==> src/rtl/mem_port_arbiter_pkg.sv <==
// rtl/mem_port_arbiter_pkg.sv - shared definitions for the fetch/data RAM port arbiter
package mem_port_arbiter_pkg;

    localparam int WORD_W = 32;

    typedef enum logic [1:0] {
        ST_IDLE  = 2'd0,
        ST_ISSUE = 2'd1,
        ST_WAIT  = 2'd2,
        ST_RESP  = 2'd3
    } state_t;

    typedef enum logic {
        GNT_FETCH = 1'b0,
        GNT_DATA  = 1'b1
    } gnt_t;

endpackage

==> src/rtl/mem_port_arbiter_rr_grant2.sv <==
// rtl/mem_port_arbiter_rr_grant2.sv - two-way round-robin grant, one-hot, combinational
module rr_grant2
    import mem_port_arbiter_pkg::*;
(
    input  logic valid_f,
    input  logic valid_d,
    input  gnt_t last_grant,
    input  logic enable,
    output logic gnt_f,
    output logic gnt_d
);

    // A lone requester wins; on a tie the port not served last wins.
    always_comb begin
        gnt_f = 1'b0;
        gnt_d = 1'b0;
        if (enable) begin
            if (valid_f && valid_d) begin
                gnt_d = (last_grant == GNT_FETCH);
                gnt_f = (last_grant == GNT_DATA);
            end else begin
                gnt_f = valid_f;
                gnt_d = valid_d;
            end
        end
    end

endmodule

==> src/rtl/mem_port_arbiter.sv <==
// rtl/mem_port_arbiter.sv - shares one single-port RAM between fetch and load/store ports
module mem_port_arbiter
    import mem_port_arbiter_pkg::*;
#(
    parameter int ADDR_W      = 32,
    parameter int DEPTH_WORDS = 256,
    parameter int MEM_LATENCY = 1
) (
    input  logic                clock,
    input  logic                reset_n,
    input  logic                if_req_valid,
    output logic                if_req_ready,
    input  logic [ADDR_W-1:0]   if_req_addr,
    output logic                if_rsp_valid,
    output logic [WORD_W-1:0]   if_rsp_rdata,
    output logic                if_rsp_err,
    input  logic                d_req_valid,
    output logic                d_req_ready,
    input  logic [ADDR_W-1:0]   d_req_addr,
    input  logic [3:0]          d_req_we,
    input  logic [WORD_W-1:0]   d_req_wdata,
    output logic                d_rsp_valid,
    output logic [WORD_W-1:0]   d_rsp_rdata,
    output logic                d_rsp_err,
    output logic                mem_en,
    output logic [3:0]          mem_we,
    output logic [ADDR_W-3:0]   mem_addr,
    output logic [WORD_W-1:0]   mem_wdata,
    input  logic [WORD_W-1:0]   mem_rdata
);

    localparam int CNT_W = 3;
    localparam logic [ADDR_W:0] ADDR_LIMIT = (ADDR_W+1)'(DEPTH_WORDS * 4);

    state_t             state_q, state_d;
    logic [CNT_W-1:0]   cnt_q, cnt_d;
    gnt_t               last_q;
    gnt_t               gnt_id_q;
    logic [ADDR_W-3:0]  addr_q;
    logic [3:0]         we_q;
    logic [WORD_W-1:0]  wdata_q;
    logic               err_q;
    logic [WORD_W-1:0]  if_rdata_q, d_rdata_q;

    logic               gnt_f, gnt_d, hs, wait_last, sel_err;
    logic [ADDR_W-1:0]  sel_addr;
    logic [WORD_W-1:0]  rd_word;

    rr_grant2 u_rr (
        .valid_f    (if_req_valid),
        .valid_d    (d_req_valid),
        .last_grant (last_q),
        .enable     (state_q == ST_IDLE),
        .gnt_f      (gnt_f),
        .gnt_d      (gnt_d)
    );

    assign if_req_ready = gnt_f;
    assign d_req_ready  = gnt_d;
    assign hs           = gnt_f | gnt_d;
    assign sel_addr     = gnt_d ? d_req_addr : if_req_addr;
    assign sel_err      = (sel_addr[1:0] != 2'b00) || ({1'b0, sel_addr} >= ADDR_LIMIT);
    assign wait_last    = (state_q == ST_WAIT) && (cnt_q == CNT_W'(1));
    assign rd_word      = (we_q == 4'b0000) ? mem_rdata : '0;

    assign mem_en       = (state_q == ST_ISSUE);
    assign mem_we       = mem_en ? we_q : 4'b0000;
    assign mem_addr     = addr_q;
    assign mem_wdata    = wdata_q;

    assign if_rsp_valid = (state_q == ST_RESP) && (gnt_id_q == GNT_FETCH);
    assign d_rsp_valid  = (state_q == ST_RESP) && (gnt_id_q == GNT_DATA);
    assign if_rsp_err   = if_rsp_valid && err_q;
    assign d_rsp_err    = d_rsp_valid && err_q;
    assign if_rsp_rdata = if_rdata_q;
    assign d_rsp_rdata  = d_rdata_q;

    // Access sequencing: bad addresses skip straight to the response cycle.
    always_comb begin
        state_d = state_q;
        cnt_d   = cnt_q;
        case (state_q)
            ST_IDLE: begin
                if (hs) state_d = sel_err ? ST_RESP : ST_ISSUE;
            end
            ST_ISSUE: begin
                state_d = ST_WAIT;
                cnt_d   = CNT_W'(MEM_LATENCY);
            end
            ST_WAIT: begin
                cnt_d = cnt_q - CNT_W'(1);
                if (cnt_q == CNT_W'(1)) state_d = ST_RESP;
            end
            ST_RESP: state_d = ST_IDLE;
            default: state_d = ST_IDLE;
        endcase
    end

    // State and latency counter registers.
    always_ff @(posedge clock or negedge reset_n) begin
        if (!reset_n) begin
            state_q <= ST_IDLE;
            cnt_q   <= '0;
        end else begin
            state_q <= state_d;
            cnt_q   <= cnt_d;
        end
    end

    // Capture the winning request at the handshake and remember who won.
    always_ff @(posedge clock or negedge reset_n) begin
        if (!reset_n) begin
            last_q   <= GNT_FETCH;
            gnt_id_q <= GNT_FETCH;
            addr_q   <= '0;
            we_q     <= '0;
            wdata_q  <= '0;
            err_q    <= 1'b0;
        end else if (hs) begin
            last_q   <= gnt_d ? GNT_DATA : GNT_FETCH;
            gnt_id_q <= gnt_d ? GNT_DATA : GNT_FETCH;
            addr_q   <= sel_addr[ADDR_W-1:2];
            we_q     <= gnt_d ? d_req_we : 4'b0000;
            wdata_q  <= gnt_d ? d_req_wdata : '0;
            err_q    <= sel_err;
        end
    end

    // Per-port response data, held until that port's next response.
    always_ff @(posedge clock or negedge reset_n) begin
        if (!reset_n) begin
            if_rdata_q <= '0;
            d_rdata_q  <= '0;
        end else if (hs && sel_err) begin
            if (gnt_d) d_rdata_q  <= '0;
            else       if_rdata_q <= '0;
        end else if (wait_last) begin
            if (gnt_id_q == GNT_DATA) d_rdata_q  <= rd_word;
            else                      if_rdata_q <= rd_word;
        end
    end

endmodule

==> config.mk <==
export PLATFORM = sky130hd
export DESIGN_NAME = mem_port_arbiter
export DESIGN_NICKNAME = d
export VERILOG_FILES = /design/src/rtl/mem_port_arbiter_pkg.sv /design/src/rtl/mem_port_arbiter_rr_grant2.sv /design/src/rtl/mem_port_arbiter.sv
export SDC_FILE = /design/constraint.sdc
export NUM_CORES = 1
export LEC_CHECK = 0
export CORE_ASPECT_RATIO = 0.9
export CORE_MARGIN = 2
export CORE_UTILIZATION = 45
export DETAILED_ROUTE_END_ITERATION = 8
export GPL_ROUTABILITY_DRIVEN = 0
export GPL_TIMING_DRIVEN = 0
export PLACE_DENSITY = 0.85
export SYNTH_ARGS = -nofsm -noshare
export SYNTH_HDL_FRONTEND = slang
export SYNTH_HIERARCHICAL = 1
export SYNTH_SLANG_ARGS = --single-unit
==> constraint.sdc <==
create_clock -name clock -period 8.6 [get_ports clock]
set_input_delay 1.72 -clock clock [delete_from_list [all_inputs] [get_ports clock]]
set_output_delay 1.72 -clock clock [all_outputs]
set_load 0.02 [all_outputs]
Word-level counts from Yosys, hierarchy flattened:

Cells that the tools add are included.

* divide/modulo/power cells: 0
* equal/unequal tests: 9
* order comparisons: 1
* multipliers: 0
* bitwise gates (word level): 2
* shift-type cells: 0
* muxes and demuxes: 23
* reduce and logical (&&, ||, !) cells: 17
* add/subtract/negate cells: 1

Operators by type and width (count)
* 2-to-1 mux 32 bit: 11
* greater-or-equal comparator 32 x 11 -> 1 bit (second input constant): 1
* 2-to-1 mux 4 bit: 2
* one-hot mux 2 bit (4 select lines): 1
* nonzero test 2 bit: 4
* logical AND 1 bit: 7
* 2-to-1 mux 2 bit: 3
* != test 2 bit (second input constant): 3
* one-hot mux 3 bit (2 select lines): 1
* AND reduction 3 bit: 2
* 2-to-1 mux 1 bit: 5
* == test 2 bit (second input constant): 2
* zero test 4 bit: 1
* != test 2 x 1 -> 1 bit (second input constant): 2
* == test 3 x 1 -> 1 bit (second input constant): 1
* subtractor 3 x 1 -> 3 bit (second input constant): 1
* == test 2 x 1 -> 1 bit (second input constant): 1
* zero test 2 bit: 1
* AND reduction 2 bit: 1
* logical OR 1 bit: 1
* inverter 1 bit: 1
* bitwise OR 1 bit: 1

* register bits after elaboration: 137
* bits in writable memories: 0
* word-level logic and storage cells: 62
* bits in read-only memories: 0
* memories kept: 0
* input port bits: 136
* bits in latches: 0

Depth between registers and ports, before layout:

Gate-level depths: netlist of run 1.

* depth in word-level cells: 9
* mapped depth: 13
* mapped depth without buffers: 10

Modules after synthesis:

Netlist of run 1, hierarchy kept.

By module, submodules not included
* mem_port_arbiter: cells each 533, area an instance 6087.1 sq um, sequential area each 3428.3 sq um, times used 1
* rr_grant2: cells each 5, area an instance 21.3 sq um, sequential area each 0.0 sq um, times used 1

Worst setup path before layout of run 1:

OpenSTA, ideal clock, no wires.

* path type: input -> register
* from: in d_req_valid
* to: reg d_rdata_q[0] (netlist: d_rsp_rdata[0])
* arrival: 3978 ps
* path slack: 4498 ps
* required time: 8476 ps
* cell stages on the path: 11
* cell sequence: nand2_1 > a21oi_1 > buf_6 > or4b_1 > o22ai_1 > nand2_1 > or2_4 > a22o_1 > buf_6 > buf_12 > mux2i_1

* word-level cells in the longest chain between the ends: 9
* elaborated cells on any way between the ends: 16
* those cells by class: order compare (1); eq/ne (1); mux (6); bitwise (1); reduce/logical (7)

RTL lines
* from (decl): line mem_port_arbiter.sv:17 `input logic d_req_valid,`
* logical AND 1 bit: line mem_port_arbiter_rr_grant2.sv:18 `if (valid_f && valid_d) begin`
* 2-to-1 mux 1 bit *: line mem_port_arbiter_rr_grant2.sv:18
* 2-to-1 mux 1 bit *: line mem_port_arbiter_rr_grant2.sv:17 `if (enable) begin`
* net d_req_ready: line mem_port_arbiter.sv:18 `output logic d_req_ready,`
* 2-to-1 mux 32 bit: line mem_port_arbiter.sv:61 `assign sel_addr = gnt_d ? d_req_addr : if_req_addr;`
* greater-or-equal comparator 32 x 11 -> 1 bit / nonzero test 2 bit (equally long branches): line mem_port_arbiter.sv:62 `assign sel_err = (sel_addr[1:0] != 2'b00) || ({1'b0, sel_addr} >= ADDR_LIMIT);`
* logical OR 1 bit: line mem_port_arbiter.sv:62
* logical AND 1 bit: line mem_port_arbiter.sv:134 `end else if (hs && sel_err) begin`
* != test 2 bit (no line) / nonzero test 2 bit (equally long branches)
* AND reduction 3 bit (no line)
* to (signal assigned): line mem_port_arbiter.sv:138 `if (gnt_id_q == GNT_DATA) d_rdata_q <= rd_word;`
* to (decl): line mem_port_arbiter.sv:43 `logic [WORD_W-1:0] if_rdata_q, d_rdata_q;`

Mark *: on every way through the listed nets, which the timed path passes. The rest lies on a longest branch.
A chain may end at the register's enable or synchronous reset.

Worst setup path after layout of run 1:

* from: in d_req_valid
* to: out d_req_ready

* word-level cells in the longest chain between the ends: 3

RTL lines (line)
* logical AND 1 bit: mem_port_arbiter_rr_grant2.sv:18
* 2-to-1 mux 1 bit *: mem_port_arbiter_rr_grant2.sv:18
* 2-to-1 mux 1 bit *: mem_port_arbiter_rr_grant2.sv:17
* to (decl): mem_port_arbiter.sv:18

Mark *: on every way between the ends. The rest lies on a longest branch, timed or not.

==> metrics.cfg, run 1 <==
[layout]
fillers = 918
utilization = 0.729
final_nets = 972
layout_commonest_cell = clkdlybuf4s50_1
layout_common_cells = clkdlybuf4s50_1, dfrtp_1, mux2i_1
antennaDiodeCount = 0
syn_to_final_growth_pct = 58.8
layout-drive-gt1-share = 0.0653

[synthesis]
netlist_area_um2 = 6110
synth_cells = 538
synth.area.top_cells = dfrtp_1, mux2i_1, a22o_1
synthAdderAreaFrac = 0.0123
synth_simple_gate_area_frac = 0.0901
synthDistinctLibCells = 35
synth_nets = 680
postSynthAreaPerCell_um2 = 11.4
post_synth_xor_area_fraction = 0
synth-compound-area-share = 0.0938
synth_top_family_by_area = multiplexers
ys_warn_count = 6
post-synth-top-area-cell = dfrtp_1
synth_mux_area_frac = 0.166
synth-seq-area-share = 0.561
synthDominantCellAreaShare = 0.561
synth-seq-cells = 137

[hold_path]
whs_path_depth = 1
hold_path_end = mem_wdata[6]$_DFFE_PN0N_
min_path_type = reg2reg
min_from = mem_wdata[6]$_DFFE_PN0N_

[timing]
tns_ns = 0
rsz0062_at_grt = false
tightest_slew_ns = 1.18
setup_violations = 0
drv_slew = 0
clock_skew_ns = 0.00972
hold_viol_final = 0
fmax_ghz = 0.195
timing.final.crit_share = 0.597
relSlewSlack = 0.206
min_period_ns = 5.14

[placement]
post-dp-hpwl_mm = 14.0
io_buffers = 272

[worst_setup_path]
worstReg2RegStart = state_q[1]$_DFFE_PN0P_
required_ns = 6.88
end_kind = output pin
start_kind = input pin
critPathArrivalTime_ns = 3.42
worstReg2RegEnd = d_rsp_rdata[25]$_DFFE_PN0P_
crit_path_max_fanout = 5
rr_worst_depth = 12
path_class = in2out
r2r_slack_ns = 4.86

[clock_network]
post_cts_buffers = 0
ctsResizeCount = 0
clkTransAtPathRegs_ns = 0.05
cts_tree = done
cts_max_path_buffers = 2
cts_made_buffers = 17
h-tree-depth = 4
root_buffer = clkbuf_16
clkLatencyLatePin_ns = 0.42
cts_hold_buf = 0
clock-sinks = 137

[job]
cap_violations = 0

[pwr]
leakagePower_nw = 4.08
p_per_area_nw_per_um2 = 401
max-vdd-ir-drop_v = 0.000241

[global_route]
grt_max_degree = 72
grt_pass1_vias = 5695
grtUsageTotal = 0.263
overflow = 0
grt_antenna_before_repair = 0
grt_pass1_wl_mm = 29.5

[drt]
vias = 5319
drt-total-wl_mm = 18.8
drc_errors = 0
drt-initial-drc-count = 260
postRouteAntennaNets = 0
detail_route.wl_per_cell_um = 18.6
first_pass_iters = 4
via_per_inst = 5.27

[floorplanning]
dieWidth_um = 127
start_util = 0.459
row_count = 40
io_pins = 273
die_h_um = 115
core_area_um2 = 13300
die-area_um2 = 14500

[status]
status = finished clean

worst max-delay path, cell delays in order:
cell and delay [ns]:
clkdlybuf4s50_1 0.47, nand2_1 0.05, a21oi_1 0.44, clkdlybuf4s50_1 0.72
layout make-up:
class                           count  area [um^2]  area share
Sequential cell                   137         3430       0.353
Timing Repair Buffer              273         2750       0.284
Multi-Input combinational cell    297         2210       0.228
Clock buffer                       19          433      0.0446
Inverter                           72          270      0.0279
Tap cell                          168          210      0.0217
Clock inverter                     12          199      0.0205
Buffer                             32          196      0.0202
sequential cells by signal, indices dropped and copies added (netlist names):
register	flops
if_rsp_rdata	32
gnt_id_q	1
mem_wdata	32
mem_addr	30
we_q	4
err_q	1
cnt_q	3
d_rsp_rdata	32
state_q	2
logic make-up after synthesis:
group,after synthesis
AOI/OAI and AO/OA,83
adders and majority gates,6
and+or+nand+nor,108
buffers and inverters,104
DFF,137
muxes,100
how the worst max path moves through the flow:
stage	start	end	slack (ns)	cells after the start
4_1_cts	d_req_valid	d_req_ready	3.50	4
3_5_place_dp	d_req_valid	d_req_ready	3.52	4
6_report	d_req_valid	d_req_ready	3.46	4
3_3_place_gp	reset_n	mem_addr[1]$_DFFE_PN0N_	0.54	1
2_1_floorplan	d_req_valid	d_rsp_rdata[0]$_DFFE_PN0P_	4.50	11
5_1_grt	d_req_valid	d_req_ready	3.38	4
stage by stage:
| stage | instances | worst slack, ns | cell area (um^2) | power, mW | hold WS, ns |
|---|---|---|---|---|---|
| 5_1_grt | 1010 | 3.38 | 9700 | 4.09 | 0.507 |
| 3_3_place_gp | 978 | 0.541 | 9040 | 3.02 | 0.481 |
| 2_1_floorplan | 538 | 4.50 | 6110 | 2.19 | 0.509 |
| 6_report | 1010 | 3.46 | 9700 | 3.89 | 0.497 |
| 4_1_cts | 1010 | 3.50 | 9700 | 3.91 | 0.499 |
| 3_5_place_dp | 979 | 3.52 | 9070 | 3.10 | 0.480 |
report_power, final:
| group | internal, mW | switching [mW] | leakage (nW) | total, mW |
|---|---|---|---|---|
| combinational | 0.931 | 1.04 | 2.01 | 1.97 |
| clock | 0.513 | 0.274 | 0.307 | 0.787 |
| sequential | 0.946 | 0.185 | 1.77 | 1.13 |
| total | 2.39 | 1.50 | 4.08 | 3.89 |
synthesized netlist by cell type:
library cell	count
o22ai_1	6
mux2i_1	89
o21ai_1	2
nor2_1	9
nand3_1	33
nor4_1	2
nand2_1	37
or2_4	1
nand4_1	1
and4_1	1
buf_12	3
or4b_1	5
clkbuf_1	21
buf_1	2
mux2_2	11
buf_4	3
or4_1	5
inv_1	72
a21oi_1	5
or2_2	1
ha_1	6
a31o_2	1
and2_1	5
dfrtp_1	137
o21ai_0	33
buf_2	1
a22oi_4	1
buf_6	2
nor3_1	1
nor2b_1	1
a22o_1	34
and3_1	1
a21o_1	1
nand4b_1	1
nand2b_1	4
routing by layer:
layer | global-route usage | wire length (um)
met1 | 0.303 | 7480
met3 | 0.0939 | 1510
met2 | 0.459 | 9480
met5 | 0 | 0
met4 | 0.0886 | 358
Power figures use the tool's default switching activity.
==> inputs of run 2 (changes only) <==
CORE_UTILIZATION = 38   (was 45)
PLACE_DENSITY = 0.77   (was 0.85)
clock period = 4.6 ns   (was 8.6 ns; I/O delays follow)
==> run 2 against run 1 <==
Sequential cell count unchanged. Count of clock-buffer cells in the layout increased by 2. Power increased by 82%. Sequential power increased by 83%. Combinational power increased by 85%. Utilization decreased by 11 points. Wire length decreased by 6.8%. Clock power increased by 72%. Clock skew decreased by 0.0027 ns. First-iteration DRC count decreased by 11%. Highest routed layer unchanged.
==> metrics.cfg, run 2 (synthesis gave the netlist of run 1 again) <==
[clock_network]
ctsResizeCount = 0  ; unchanged
clock-sinks = 137  ; unchanged
h-tree-depth = 4  ; unchanged
cts_max_path_buffers = 2  ; unchanged
cts_hold_buf = 0  ; unchanged
cts_made_buffers = 17  ; unchanged
cts_tree = done  ; unchanged
clkTransAtPathRegs_ns = 0.06  ; was 0.05 ns
clkLatencyLatePin_ns = 0.41  ; was 0.42 ns
root_buffer = clkbuf_16  ; unchanged
post_cts_buffers = 0  ; unchanged

[pwr]
leakagePower_nw = 4.06  ; was 4.08 nW
p_per_area_nw_per_um2 = 728  ; was 401 nW/um^2
max-vdd-ir-drop_v = 0.000435  ; was 0.000241 V

[floorplanning]
core_area_um2 = 15500  ; was 13,300 um^2
dieWidth_um = 138  ; was 127 um
io_pins = 273  ; unchanged
row_count = 43  ; was 40
start_util = 0.393  ; was 0.459
die_h_um = 124  ; was 115 um
die-area_um2 = 17100  ; was 14,500 um^2

[worst_setup_path]
r2r_slack_ns = 0.97  ; was 4.86 ns
start_kind = input pin  ; unchanged
rr_worst_depth = 11  ; was 12
crit_path_max_fanout = 10  ; was 5
slowest_delay_ns = 0.51  ; was 0.72 ns
cp_num_buf_inv = 2  ; unchanged
path_class = in2reg  ; was in2out
crit_path_cell_trace = clkdlybuf4s50_1 > nand2_1 > a21oi_1 > or4b_1 > o22ai_1 > nand4_1 > o21ai_1 > clkbuf_1 > nand3_1 > mux2i_1  ; was clkdlybuf4s50_1 > nand2_1 > a21oi_1 > clkdlybuf4s50_1
crit_slowest_cell = o21ai_1  ; was clkdlybuf4s50_1
worstReg2RegStart = state_q[1]$_DFFE_PN0P_  ; unchanged
cp_top_family = compound AO/OA/AOI/OAI gates  ; was buffers and inverters
required_ns = 4.94  ; was 6.88 ns
end_kind = register  ; was output pin
critPathArrivalTime_ns = 4.15  ; was 3.42 ns
worstReg2RegEnd = if_rsp_rdata[26]$_DFFE_PN0P_  ; was d_rsp_rdata[25]$_DFFE_PN0P_

[drt]
via_per_inst = 4.83  ; was 5.27
detail_route.wl_per_cell_um = 16.8  ; was 18.6 um
drt-total-wl_mm = 17.5  ; was 18.8 mm
postRouteAntennaNets = 0  ; unchanged
drt-initial-drc-count = 232  ; was 260
first_pass_iters = 5  ; was 4
vias = 5047  ; was 5,319
drc_errors = 0  ; unchanged

[layout]
stdcell_count = 1045  ; was 1,010
syn_to_final_growth_pct = 58.7  ; was 58.8%
layout-drive-gt1-share = 0.0664  ; was 0.0653
fin_area_um2 = 9690  ; was 9700 um^2
layout_common_cells = clkdlybuf4s50_1, dfrtp_1, mux2i_1  ; unchanged
antennaDiodeCount = 0  ; unchanged
layout_commonest_cell = clkdlybuf4s50_1  ; unchanged
final_nets = 972  ; unchanged
fillers = 1301  ; was 918

[global_route]
grtUsageTotal = 0.210  ; was 0.263
grt_antenna_before_repair = 0  ; unchanged
overflow = 0  ; unchanged
grt_max_degree = 74  ; was 72
grt_pass1_vias = 5345  ; was 5,695
grt_pass1_wl_mm = 27.9  ; was 29.5 mm

[timing]
tightest_slew_ns = 1.02  ; was 1.18 ns
drv_slew = 0  ; unchanged
fmax_ghz = 0.262
clock_skew_ns = 0.00702  ; was 0.00972 ns
hold_viol_final = 0  ; unchanged
rsz0062_at_grt = false  ; unchanged
setup_violations = 0  ; unchanged
min_period_ns = 3.81
hold_slack_ns = 0.476  ; was 0.497 ns
layout_setup_ws_ns = 0.789  ; was 3.46 ns
relSlewSlack = 0.316  ; was 0.206
timing.final.crit_share = 0.829
tns_ns = 0  ; unchanged

[job]
cap_violations = 0  ; unchanged

[placement]
placed_cells = 1013  ; was 979
post-dp-hpwl_mm = 12.9  ; was 14.0 mm
dpl_worst_slack_ns = 0.343  ; was 3.52 ns
place_area_um2 = 9110  ; was 9070 um^2
io_buffers = 272  ; unchanged

[status]
status = finished clean  ; unchanged

[hold_path]
min_path_type = in2async  ; was reg2reg

-- run 2: stage by stage --
stage | utilization | power, mW
6_report | 0.623 | 7.06
5_1_grt | 0.623 | 7.50
4_1_cts | 0.623 | 7.13
3_5_place_dp | 0.586 | 5.74
3_3_place_gp | 0.584 | 5.69
2_1_floorplan | - | 4.10
-- run 2: per-layer routing --
metal | wire, um | vias to the layer above | GRT usage
li1 | - | 2425 | -
met1 | 7350 | 2390 | 0.259
met2 | 7990 | 211 | 0.333
met3 | 1940 | 21 | 0.0932
met4 | 277 | 0 | 0.0594
met5 | 0 | - | 0
-- run 2: worst max-delay path by stage --
stage / startpoint / end / slack, ns / cells after the start
finish: d_req_valid / if_rsp_rdata[26]$_DFFE_PN0P_ / 0.79 / 10
global route: d_req_valid / if_rsp_rdata[26]$_DFFE_PN0P_ / 0.43 / 10
CTS: d_req_valid / if_rsp_rdata[26]$_DFFE_PN0P_ / 0.75 / 10
detailed placement: d_req_valid / if_rsp_rdata[26]$_DFFE_PN0P_ / 0.34 / 10
global placement: reset_n / mem_addr[4]$_DFFE_PN0N_ / -3.06 / 1
floorplan: d_req_valid / d_rsp_rdata[0]$_DFFE_PN0P_ / 1.30 / 11
-- run 2: area by class of cell --
cell class | count | area, um^2 | share of cell area
clock buffer | 21 | 460 | 0.0475
clock inverter | 11 | 121 | 0.0125
inverter | 72 | 270 | 0.0279
timing repair buffer | 273 | 2750 | 0.284
buffer | 32 | 196 | 0.0203
tap | 202 | 253 | 0.0261
sequential | 137 | 3430 | 0.354
multi-input combinational | 297 | 2210 | 0.228
-- run 2: worst reg2reg max path, delay by kind of cell, from the launching register on --
| family | cells | cell delay (ns) |
|---|---|---|
| AOI/OAI and AO/OA | 3 | 1.11 |
| DFF | 1 | 0.42 |
| buffers and inverters | 2 | 0.53 |
| muxes | 1 | 0.19 |
| and+or+nand+nor | 4 | 1.05 |
| adders and majority gates | 1 | 0.25 |
-- run 2: report_power, final --
| part | switching, mW | internal [mW] |
|---|---|---|
| logic | 1.90 | 1.74 |
| registers | 0.306 | 1.77 |
| clock network | 0.523 | 0.826 |
==> inputs of run 3 (changes only) <==
clock period = 3.5 ns   (was 4.6 ns; I/O delays follow)
==> run 3 against run 2 <==
Global-route usage about the same. Clock power up 31%. Non-clock buffer count up 1. Cell area up 0.30%. Hold slack worse by 0.22 ns. Via count up 0.20%. Wire length up 0.23%. Utilization up 0.19 points. Power up 32%. Setup slack worse by 0.49 ns. Cell count about the same. First-iteration DRC count down 15%.
==> metrics.cfg, run 3 (synthesis gave the netlist of run 1 again) <==
[layout]
layout-drive-gt1-share = 0.0723  ; was 0.0664
multi_input_area_um2 = 2230  ; was 2210 um^2
final_nets = 973  ; was 972
syn_to_final_growth_pct = 59.2  ; was 58.7%
register_area_um2 = 3430  ; unchanged
layout_common_cells = clkdlybuf4s50_1, dfrtp_1, mux2i_1  ; unchanged
antennaDiodeCount = 0  ; unchanged
layout_commonest_cell = clkdlybuf4s50_1  ; unchanged
fin_area_um2 = 9720  ; was 9690 um^2
fillers = 1294  ; was 1,301

[timing]
setup_violations = 0  ; unchanged
tightest_slew_ns = 1.02  ; about the same
min_period_ns = 3.20
rsz0062_at_grt = true  ; was false
layout_setup_ws_ns = 0.299  ; was 0.789 ns
hold_slack_ns = 0.259  ; was 0.476 ns
timing.final.crit_share = 0.915
tns_ns = 0  ; unchanged
clock_skew_ns = 0.00829  ; was 0.00702 ns
hold_viol_final = 0  ; unchanged
relSlewSlack = 0.314  ; was 0.316
drv_slew = 0  ; unchanged
fmax_ghz = 0.312

[pwr]
p_int_mw = 5.70  ; was 4.33 mW
pwr-share-comb = 0.516  ; was 0.515
max-vdd-ir-drop_v = 0.000577  ; was 0.000435 V
pwr-share-clk = 0.191  ; about the same
p_per_area_nw_per_um2 = 956  ; was 728 nW/um^2
sw_frac_of_total = 0.387  ; about the same
p_sw_mw = 3.60  ; was 2.73 mW
pwr-share-seq = 0.293  ; about the same
leakagePower_nw = 4.07  ; was 4.06 nW

[floorplanning]
row_count = 43  ; unchanged
core_area_um2 = 15500  ; unchanged
die_h_um = 124  ; unchanged
start_util = 0.393  ; unchanged
die-area_um2 = 17100  ; unchanged
io_pins = 273  ; unchanged
dieWidth_um = 138  ; unchanged

[status]
status = finished clean  ; unchanged

[drt]
drt-initial-drc-count = 198  ; was 232
drt-total-wl_mm = 17.6  ; was 17.5 mm
postRouteAntennaNets = 0  ; unchanged
first_pass_iters = 4  ; was 5
detail_route.wl_per_cell_um = 16.8  ; about the same
drc_errors = 0  ; unchanged
vias = 5057  ; was 5,047
via_per_inst = 4.83  ; about the same

[global_route]
overflow = 0  ; unchanged
grt_pass1_wl_mm = 27.9  ; about the same
grtUsageTotal = 0.210  ; about the same
grt_max_degree = 74  ; unchanged
grt_antenna_before_repair = 0  ; unchanged
grt_pass1_vias = 5344  ; was 5,345

[clock_network]
clock-sinks = 137  ; unchanged
cts_hold_buf = 0  ; unchanged
h-tree-depth = 4  ; unchanged
root_buffer = clkbuf_16  ; unchanged
cts_made_buffers = 17  ; unchanged
clkTransAtPathRegs_ns = 0.06  ; about the same
clkLatencyLatePin_ns = 0.41  ; about the same
cts_tree = done  ; unchanged
cts_max_path_buffers = 2  ; unchanged

[hold_path]
min_path_type = in2async  ; unchanged

[placement]
dpl_worst_slack_ns = -0.537  ; was 0.343 ns
post-dp-hpwl_mm = 12.9  ; unchanged
place_area_um2 = 9110  ; unchanged
io_buffers = 272  ; unchanged

[worst_setup_path]
path_class = reg2reg  ; was in2reg
start_kind = register  ; was input pin
r2r_slack_ns = 0.30  ; was 0.97 ns
end_kind = register  ; unchanged
required_ns = 3.83  ; was 4.94 ns
critPathArrivalTime_ns = 3.53  ; was 4.15 ns
crit_path_max_fanout = 10  ; unchanged
rr_worst_depth = 12  ; was 11

[job]
cap_violations = 0  ; unchanged

==> run 3: cell types whose count changed in the layout (fill, tap and decap cells not counted), sizes merged <==
cell  previous run  this run
buf             13        14
==> run 3: layout make-up <==
type	instances	area share
multi-input cells	297	0.229
repair buffers	274	0.284
plain buffers	32	0.0208
inverters	72	0.0278
clock inverters	11	0.0125
well taps	202	0.0260
clock buffers	21	0.0474
flip-flops and latches	137	0.353
==> run 3: worst max-delay path: stages, from the launching register on <==
cell	delay, ns
dfrtp_1	0.42
inv_1	0.10
ha_1	0.25
nand2_1	0.12
a21oi_4	0.20
buf_6	0.18
or4b_1	0.44
o22ai_1	0.15
nand2_1	0.15
or2_4	0.29
a22oi_4	0.31
buf_4	0.29
mux2i_1	0.21
==> run 3: metal layers <==
metal  track usage  wire length, um  vias to the layer above
met3        0.0932             1840                       21
li1              -                -                     2430
met4        0.0594              272                        0
met2         0.333             8100                      207
met5             0                0                        -
met1         0.259             7380                     2399
==> run 3: path summary, 6_finish.rpt <==
path | startpoint | endpoint
min in group clock | mem_wdata[13]$_DFFE_PN0N_ | mem_wdata[13]$_DFFE_PN0N_
max in group asynchronous | reset_n | mem_addr[28]$_DFFE_PN0N_
max | state_q[1]$_DFFE_PN0P_ | if_rsp_rdata[31]$_DFFE_PN0P_
min | reset_n | d_rsp_rdata[15]$_DFFE_PN0P_
min reg2reg | mem_wdata[13]$_DFFE_PN0N_ | mem_wdata[13]$_DFFE_PN0N_
max reg2reg | state_q[1]$_DFFE_PN0P_ | if_rsp_rdata[31]$_DFFE_PN0P_
==> run 3: stage by stage <==
stage | total power, mW | util | instances
after floorplan | 5.39 | - | 538
after global placement | 7.48 | 0.584 | 1012
after detailed placement | 7.55 | 0.586 | 1013
after CTS | 9.37 | 0.624 | 1045
after global routing | 9.88 | 0.625 | 1046
final | 9.30 | 0.625 | 1046
==> run 3: what timing repair did <==
| action | 4_1_cts | 5_1_grt |
|---|---|---|
| endpoints found under the setup margin | 42 | 44 |
| resized for setup | 3 | 4 |
| setup buffers | 0 | 1 |
| pin swaps | 0 | 1 |
==> run 3: power by group through the flow <==
stage | clock, mW | sequential (mW) | combinational, mW
6_report | 1.77 | 2.73 | 4.80
5_1_grt | 1.89 | 2.82 | 5.16
4_1_cts | 1.80 | 2.73 | 4.84
3_5_place_dp | 0 | 2.73 | 4.81
3_3_place_gp | 0 | 2.73 | 4.74
2_1_floorplan | 0 | 3.54 | 1.85
